**config.mk**
```make
export PLATFORM = sky130hd
export DESIGN_NAME = guard_recovery_ctrl
export DESIGN_NICKNAME = d
export VERILOG_FILES = /design/src/rtl/slv_pkg.sv /design/src/rtl/recovery_timer.sv /design/src/rtl/guard_recovery_ctrl.sv
export SDC_FILE = /design/constraint.sdc
export NUM_CORES = 1
export LEC_CHECK = 0
export BUFFER_PORTS_ARGS = -buffer_cell sky130_fd_sc_hd__buf_2
export CAP_MARGIN = 20
export CELL_PAD_IN_SITES_DETAIL_PLACEMENT = 0
export CELL_PAD_IN_SITES_GLOBAL_PLACEMENT = 2
export CORE_AREA = 2 2 80 82
export CTS_CLUSTER_DIAMETER = 100
export DETAILED_ROUTE_END_ITERATION = 7
export DIE_AREA = 0 0 82 84
export PLACE_DENSITY = 0.78
export SLEW_MARGIN = 40
export SYNTH_ARGS = -nofsm -noshare
export SYNTH_HDL_FRONTEND = slang
export SYNTH_SLANG_ARGS = --single-unit
```
**constraint.sdc**
```tcl
create_clock -name clk_i -period 2.8 [get_ports clk_i]
set_input_delay 0.28 -clock clk_i [delete_from_list [all_inputs] [get_ports clk_i]]
set_output_delay 0.28 -clock clk_i [all_outputs]
set_load 0.05 [all_outputs]
```
**src/rtl/slv_pkg.sv**
```systemverilog
// Shared types for the guarded-slave recovery controller.
//   recovery_state_e : sequencer states
//   recovery_cause_t : latched recovery cause {drain_to, wr, rd}
//   max3             : helper used to size the shared timer
package slv_pkg;

    typedef enum logic [2:0] {
        StIdle    = 3'd0,
        StDrain   = 3'd1,
        StReset   = 3'd2,
        StRecover = 3'd3,
        StClear   = 3'd4
    } recovery_state_e;

    typedef struct packed {
        logic drain_to;
        logic wr;
        logic rd;
    } recovery_cause_t;

    function automatic int unsigned max3(int unsigned a, int unsigned b, int unsigned c);
        int unsigned m;
        m = (a > b) ? a : b;
        return (m > c) ? m : c;
    endfunction

endpackage

```
**src/rtl/recovery_timer.sv**
```systemverilog
// Shared up-counter for the recovery sequencer.
//   clk_i, rst_i : clock, synchronous active-high reset
//   clear_i      : force the count to zero (has priority over enable_i)
//   enable_i     : increment the count
//   term_i       : terminal value to compare against
//   done_o       : count equals term_i
module recovery_timer #(
    parameter int unsigned Width = 9
) (
    input  logic             clk_i,
    input  logic             rst_i,
    input  logic             clear_i,
    input  logic             enable_i,
    input  logic [Width-1:0] term_i,
    output logic             done_o
);

    logic [Width-1:0] count_q;

    always_ff @(posedge clk_i) begin
        if (rst_i || clear_i) begin
            count_q <= '0;
        end else if (enable_i) begin
            count_q <= count_q + 1'b1;
        end
    end

    assign done_o = (count_q == term_i);

endmodule

```
**src/rtl/guard_recovery_ctrl.sv**
```systemverilog
// Recovery sequencer for a guarded AXI slave: isolate, drain (bounded),
// reset the slave, wait a recovery window, then clear the guards.
//   clk_i, rst_i           : clock, synchronous active-high reset
//   enable_i               : allow a new sequence to start
//   rd/wr_reset_req_i      : level reset requests from the guards
//   rd/wr_outstanding_i    : outstanding transaction counts
//   irq_ack_i              : clear irq_o
//   isolate_o, slv_rst_o   : slave isolation and reset
//   reset_clear_o          : guard reset-state clear
//   guard_en_o, busy_o     : guard enable (low while recovering), sequencer busy
//   irq_o, cause_o         : sticky interrupt, latched cause {drain_to, wr, rd}
//   reset_cnt_o            : saturating count of RESET entries
module guard_recovery_ctrl
    import slv_pkg::*;
#(
    parameter int unsigned DrainCycles   = 256,
    parameter int unsigned RstCycles     = 16,
    parameter int unsigned RecoverCycles = 8,
    parameter int unsigned OutCntWidth   = 6,
    parameter int unsigned RstCntWidth   = 16
) (
    input  logic                   clk_i,
    input  logic                   rst_i,
    input  logic                   enable_i,
    input  logic                   rd_reset_req_i,
    input  logic                   wr_reset_req_i,
    input  logic [OutCntWidth-1:0] rd_outstanding_i,
    input  logic [OutCntWidth-1:0] wr_outstanding_i,
    input  logic                   irq_ack_i,
    output logic                   isolate_o,
    output logic                   slv_rst_o,
    output logic                   reset_clear_o,
    output logic                   guard_en_o,
    output logic                   busy_o,
    output logic                   irq_o,
    output logic [2:0]             cause_o,
    output logic [RstCntWidth-1:0] reset_cnt_o
);

    localparam int unsigned TimerMax   = max3(DrainCycles, RstCycles, RecoverCycles);
    localparam int unsigned TimerWidth = $clog2(TimerMax + 1);

    if (DrainCycles < 1 || RstCycles < 1 || RecoverCycles < 1) begin : g_bad_params
        $error("guard_recovery_ctrl: cycle parameters must be >= 1");
    end

    recovery_state_e       state_q, state_d;
    recovery_cause_t       cause_q;
    logic                  isolate_q, slv_rst_q, reset_clear_q, guard_en_q, busy_q, irq_q;
    logic [RstCntWidth-1:0] reset_cnt_q;

    logic                  start;
    logic                  outs_zero;
    logic                  timer_clear;
    logic                  timer_done;
    logic [TimerWidth-1:0] timer_term;

    assign start     = enable_i && (rd_reset_req_i || wr_reset_req_i);
    assign outs_zero = (rd_outstanding_i == '0) && (wr_outstanding_i == '0);

    // Timer restarts on every state change, so each state counts from zero.
    assign timer_clear = (state_d != state_q) || (state_q == StIdle) || (state_q == StClear);

    always_comb begin
        timer_term = '0;
        unique case (state_q)
            StDrain:   timer_term = TimerWidth'(DrainCycles - 1);
            StReset:   timer_term = TimerWidth'(RstCycles - 1);
            StRecover: timer_term = TimerWidth'(RecoverCycles - 1);
            default:   timer_term = '0;
        endcase
    end

    recovery_timer #(
        .Width (TimerWidth)
    ) u_timer (
        .clk_i    (clk_i),
        .rst_i    (rst_i),
        .clear_i  (timer_clear),
        .enable_i (!timer_clear),
        .term_i   (timer_term),
        .done_o   (timer_done)
    );

    always_comb begin
        state_d = state_q;
        unique case (state_q)
            StIdle:    if (start) state_d = StDrain;
            StDrain:   if (outs_zero || timer_done) state_d = StReset;
            StReset:   if (timer_done) state_d = StRecover;
            StRecover: if (timer_done) state_d = StClear;
            StClear:   if (!rd_reset_req_i && !wr_reset_req_i) state_d = StIdle;
            default:   state_d = StIdle;
        endcase
    end

    // Outputs are registered decodes of the next state so they line up with state_q.
    always_ff @(posedge clk_i) begin
        if (rst_i) begin
            state_q       <= StIdle;
            isolate_q     <= 1'b0;
            slv_rst_q     <= 1'b0;
            reset_clear_q <= 1'b0;
            guard_en_q    <= 1'b1;
            busy_q        <= 1'b0;
            irq_q         <= 1'b0;
            cause_q       <= '0;
            reset_cnt_q   <= '0;
        end else begin
            state_q       <= state_d;
            isolate_q     <= (state_d == StDrain) || (state_d == StReset) ||
                             (state_d == StRecover);
            slv_rst_q     <= (state_d == StReset);
            reset_clear_q <= (state_d == StClear);
            guard_en_q    <= (state_d == StIdle);
            busy_q        <= (state_d != StIdle);

            if (state_q == StIdle && state_d == StDrain) begin
                irq_q            <= 1'b1;
                cause_q.drain_to <= 1'b0;
                cause_q.wr       <= wr_reset_req_i;
                cause_q.rd       <= rd_reset_req_i;
            end else if (irq_ack_i) begin
                irq_q <= 1'b0;
            end

            if (state_q == StDrain && state_d == StReset) begin
                // Leaving DRAIN with traffic still pending means the timeout fired.
                if (!outs_zero) cause_q.drain_to <= 1'b1;
                if (reset_cnt_q != '1) reset_cnt_q <= reset_cnt_q + 1'b1;
            end
        end
    end

    assign isolate_o     = isolate_q;
    assign slv_rst_o     = slv_rst_q;
    assign reset_clear_o = reset_clear_q;
    assign guard_en_o    = guard_en_q;
    assign busy_o        = busy_q;
    assign irq_o         = irq_q;
    assign cause_o       = cause_q;
    assign reset_cnt_o   = reset_cnt_q;

endmodule

```
Word level (Yosys, flattened, before mapping)
Cells that the tools add are included.
{"block": "totals", "memories": 0, "elab_cells": 58, "rom_bits": 0, "ramBits": 0, "latch_bits": 0, "regBits": 37}
{"block": "op_classes", "bitwise": 0, "div": 0, "shift": 0, "n_mux": 12, "add_sub_neg": 2, "n_mul": 0, "eq_ne": 11, "n_reduce_logical": 21, "magnitude_cmp": 0}
{"operator": "$pmux W8 S3", "n": 1}
{"operator": "$mux W3", "n": 6}
{"operator": "$add A16 B1 Y16 const B", "n": 1}
{"operator": "$ne A16 B16 Y1 const B", "n": 1}
{"operator": "$pmux W3 S5", "n": 1}
{"operator": "$eq A3 B2 Y1 const B", "n": 4}
{"operator": "$logic_not A6 Y1", "n": 2}
{"operator": "$add A9 B1 Y9 const B", "n": 1}
{"operator": "$eq A9 B8 Y1", "n": 1}
{"operator": "$logic_or A1 B1 Y1", "n": 7}
{"operator": "$eq A3 B1 Y1 const B", "n": 2}
{"operator": "$eq A3 B3 Y1 const B", "n": 2}
{"operator": "$logic_not A3 Y1", "n": 2}
{"operator": "$logic_and A1 B1 Y1", "n": 5}
{"operator": "$mux W1", "n": 4}
{"operator": "$ne A3 B3 Y1", "n": 1}
{"operator": "$reduce_bool A3 Y1", "n": 1}
{"operator": "$logic_not A1 Y1", "n": 2}
{"operator": "$reduce_and A2 Y1", "n": 1}
{"operator": "$reduce_bool A2 Y1", "n": 1}

Longest topological paths before layout
{"block": "depth", "ltp_word": 11, "ltp_mapped": 9, "depth_no_buf": 7}

Hierarchy
From an unflattened synthesis, not the netlist that was laid out.
{"block": "hier_totals", "cells_unflattened": 230, "hier_area_um2": 2024.4}
{"module": "guard_recovery_ctrl", "area_per_inst_um2": 1534.0, "cells_each": 175, "instances": 1, "seq_area_each_um2": 560.5}
{"module": "recovery_timer", "area_per_inst_um2": 490.5, "cells_each": 55, "instances": 1, "seq_area_each_um2": 180.2}

Least setup slack after synthesis
No wires, ideal clock.
{"block": "synth_timing", "kind": "register to register", "start": "register state_q[1]", "end": "register reset_cnt_q[13], in the netlist reset_cnt_o[13]", "path_slack_ns": 0.378, "n_path_buf": 1, "arrival_ns": 2.351, "synth_period_minus_slack_ns": 2.422, "path_stages_with_launch": 9, "required_time_ns": 2.730, "setup_ns": 0.070, "cell_sequence": "dfxtp_1 -> clkbuf_1 -> nor3b_2 -> mux2_2 -> nor3_4 -> a21oi_2 -> nand3b_4 -> or4_1 -> a21oi_1"}
{"block": "synth_between", "elab_chain_len": 9, "elab_cells_between_ends": 17, "classes_between": "eq/ne (6); mux (7); reduce/logical (4)"}
{"element": "from (decl)", "line": "guard_recovery_ctrl.sv:47", "source": "recovery_state_e state_q, state_d;"}
{"element": "from (signal assigned)", "line": "guard_recovery_ctrl.sv:100", "source": "state_q <= StIdle;"}
{"element": "from (signal assigned)", "line": "guard_recovery_ctrl.sv:110", "source": "state_q <= state_d;"}
{"element": "$eq A3 B2 Y1 / $eq A3 B1 Y1 (equally long branches)", "line": "guard_recovery_ctrl.sv:66, guard_recovery_ctrl.sv:87, guard_recovery_ctrl.sv:127"}
{"element": "$pmux W8 S3", "line": "guard_recovery_ctrl.sv:66", "source": "unique case (state_q)"}
{"element": "$eq A9 B8 Y1", "line": "recovery_timer.sv:28", "source": "assign done_o = (count_q == term_i);"}
{"element": "$logic_or A1 B1 Y1", "line": "guard_recovery_ctrl.sv:89", "source": "StDrain: if (outs_zero || timer_done) state_d = StReset;"}
{"element": "$mux W3", "line": "guard_recovery_ctrl.sv:89"}
{"element": "$pmux W3 S5", "line": "guard_recovery_ctrl.sv:87", "source": "unique case (state_q)"}
{"element": "$eq A3 B2 Y1", "line": "guard_recovery_ctrl.sv:127", "source": "if (state_q == StDrain && state_d == StReset) begin"}
{"element": "$logic_and A1 B1 Y1 *", "line": "guard_recovery_ctrl.sv:127"}
{"element": "$reduce_and A2 Y1 (no line) *"}
{"element": "to (signal assigned)", "line": "guard_recovery_ctrl.sv:130", "source": "if (reset_cnt_q != '1) reset_cnt_q <= reset_cnt_q + 1'b1;"}
{"element": "to (decl)", "line": "guard_recovery_ctrl.sv:50", "source": "logic [RstCntWidth-1:0] reset_cnt_q;"}
Every way passes the cells marked *; elsewhere a longest branch is shown, timed or not.
A chain may end at the register's enable or synchronous reset.

Worst setup path in the final report
{"block": "layout_timing", "start": "register u_timer.count_q[4]", "end": "register reset_cnt_q[13], in the netlist reset_cnt_o[13]"}
{"block": "layout_between", "elab_chain_len": 7, "elab_cells_between_ends": 9, "classes_between": "eq/ne (2); mux (4); reduce/logical (3)"}
{"element": "from (decl)", "line": "recovery_timer.sv:18", "source": "logic [Width-1:0] count_q;"}
{"element": "from (signal assigned)", "line": "recovery_timer.sv:24", "source": "count_q <= count_q + 1'b1;"}
{"element": "$eq A9 B8 Y1 *", "line": "recovery_timer.sv:28"}
{"element": "$logic_or A1 B1 Y1", "line": "guard_recovery_ctrl.sv:89"}
{"element": "$mux W3", "line": "guard_recovery_ctrl.sv:89"}
{"element": "$pmux W3 S5 *", "line": "guard_recovery_ctrl.sv:87"}
{"element": "$eq A3 B2 Y1 *", "line": "guard_recovery_ctrl.sv:127"}
{"element": "$logic_and A1 B1 Y1 *", "line": "guard_recovery_ctrl.sv:127"}
{"element": "$reduce_and A2 Y1 (no line) *"}
Marked as above.

==> results.txt <==
Mapped Cells - 205
Most common cell on crit path - or4_1
Syn_nets - 225
IO Pins - 43
CP peak stage delay - 0.56 ns
Initial antenna violation count - 0
Share of layout cells above drive strength 1 - 0.243
Crit path cell chain - or4_1, mux2_2, nor3_4, a21oi_2, nand3b_4, or4_1, a21oi_1
Final Max Slew Viols - 0
WP data arrival - 2.73 ns
Post-synth EDFFs - 0
Initial Util - 0.286
Max_cap viols - 0
Worst slew pin tran - 0.535 ns
RSZ-0062 raised after global routing - false
Synth async-reset ratio - 0
CTS Sinks - 37
Post-route ant nets - 0
Leak - 0.892 nW
Crit. End Element - register
Post-DP HPWL - 2.83 mm
Gr ovfl total - 0
Startpoint types - register
Post-cts resize count - 0
Gr usage total - 0.123
Min Tclk post-route - 2.52 ns
Pwr Density - 509 nW/µm²
WP data required - 3.02 ns
Design area - 2150 µm²
Maximum clock insertion buffer count - 2
Syn avg cell area - 8.51 µm²
Post-synth top area cell - dfxtp_1
Die Ht - 84 µm
Area growth, synth to finish - 23.1%
#FFs+latches synth - 37
Switching share of power - 0.260
F_max - 397 MHz
Post-synthesis sequential area ratio - 0.424
Hold buffer count at CTS - 0
Final TNS setup - 0 ns
Layout net count - 270
Clock transition at the registers of the reported paths - 0.07 ns
Worst IR Drop VDD - 0.186 mV
Worst hold slack - 0.243 ns
Pin count of the biggest net entering global routing - 30
I/O Buffers - 42
Final Skew - 0.0101 ns
# H-tree levels - 2
Slowest cell on the critical path - or4_1
Total power - 1.09 mW
Core Util, Final - 0.352
Vias after detailed routing - 1585
Status - completed
Crit share post-route - 0.899
Combinational power share - 0.125
Top_reg_cell synth - dfxtp_1
First-pass iteration count of the detailed router - 4
Placed Area - 2050 µm²
Sw Pwr - 0.284 mW
DRC - 0
Site row count - 29
Max-slew headroom - 0.643
Final Setup Violations - 0
Ranking of synthesized cells by area - dfxtp_1 42%, a21oi_1 5.4%, nor2_1 5.2%, nand3_1 4.3%, and3_1 3.2%
Power Internal - 0.809 mW
WL/cell - 12.0 µm
Crit path max fanout - 26
CTS Buf Count - 5
Yosys top cell area share - 0.424
Most common cell in the netlist - dfxtp_1
CORE AREA - 6100 µm²
Sequential share of power - 0.497
Initial DRC Count - 29
Synth Cell Area - 1750 µm²
First-pass GRT wire length - 6.62 mm
Crit-path leading delay family - simple AND/OR/NAND/NOR gates
Vias in the first global route - 1499
Total inserted antenna cells - 0
Die area - 6890 µm²
Routed WL - 3.95 mm
Vias per inst - 4.83
Clock power share - 0.377
TritonCTS clock tree - done
Setup bufs post-CTS - 0
Buf+Inv Stages, Crit Path - 0
Final GP Congestion - 0.738
HP Class - input pin to register
WS Path Type - register to register
Die width - 82 µm
Post-synth top cells - 37 x dfxtp_1, 24 x nor2_1, 19 x a21oi_1
Final Hold Fails - 0
Yosys cell types - 39
FF-to-FF setup slack - 0.28 ns
Worst-skew pair later-pin latency - 0.29 ns
CTS root buf - clkbuf_8
Yosys Warn Count - 0
worst reg2reg max path: stages (launching register included):
cell and delay (ns):
dfxtp_1 0.36, or4_1 0.52, mux2_2 0.29, nor3_4 0.14
a21oi_2 0.09, nand3b_4 0.33, or4_1 0.57, a21oi_1 0.14
layer usage:
metal	vias up	global-route usage	share of wire
met5	-	0	0
met1	729	0.154	0.48
met2	30	0.194	0.47
met4	0	0.0545	0.011
met3	4	0.0325	0.047
li1	822	-	-
path summary, 6_finish.rpt:
path	cells after the start	endpoint	startpoint
setup / recovery	7	reset_cnt_o[13]	u_timer.count_q[4]
hold / removal	3	cause_o[0]	rd_reset_req_i
setup reg to reg	7	reset_cnt_o[13]	u_timer.count_q[4]
hold reg to reg	2	cause_o[2]	cause_o[2]
area by class of cell:
class                      instances  area [µm²]
timing repair buffer              47         248
multi-input combinational        156         951
clock inverter                     1        5.00
fill                             663        3950
clock buffer                       7        96.3
inverter                           3        11.3
sequential                        37         741
tap                               77        96.3
per-stage QoR:
| step | worst slack [ns] | cells |
|---|---|---|
| after floorplan | 0.378 | 205 |
| after CTS | 0.271 | 328 |
| after global placement | 0.321 | 320 |
| final | 0.283 | 328 |
| after global routing | 0.110 | 328 |
| after detailed placement | 0.300 | 320 |
cell families after synthesis:
family                   after synthesis  share of synthesized area
AND/OR/NAND/NOR                       99                      0.315
AO/OA/AOI/OAI                         39                      0.129
flip-flops                            37                      0.424
buffers and inverters                 12                     0.0308
XOR/XNOR                              10                     0.0502
multiplexers                           6                     0.0358
adder cells (fa/ha/maj)                2                     0.0143
flip-flops by register name, summed over array words and instances (netlist names):
signal / cells
state_q: 3
irq_o: 1
slv_rst_o: 1
reset_clear_o: 1
busy_o: 1
guard_en_o: 1
isolate_o: 1
cause_o: 3
reset_cnt_o: 16
u_timer.count_q: 9
layout by cell type, fill, tap and decap left out, drive strengths merged, types with 3 or more instances in the layout:
master / n
nand2: 14
mux2i: 4
o31ai: 5
a21oi: 20
nor2: 24
dfxtp: 37
inv: 3
buf: 47
nor4: 3
or4: 7
nor3: 5
nand3b: 3
nor2b: 3
o21ai: 9
nand3: 15
xnor2: 6
clkbuf: 7
xor2: 4
or3: 6
and3: 9
power groups by stage:
stage / registers (mW) / logic (mW) / clock network [mW]
finish: 0.544 / 0.137 / 0.413
floorplan: 0.587 / 0.0671 / 0
global route: 0.545 / 0.149 / 0.445
CTS: 0.544 / 0.138 / 0.428
detailed placement: 0.556 / 0.138 / 0
global placement: 0.556 / 0.139 / 0
Power figures use the tool's default switching activity.
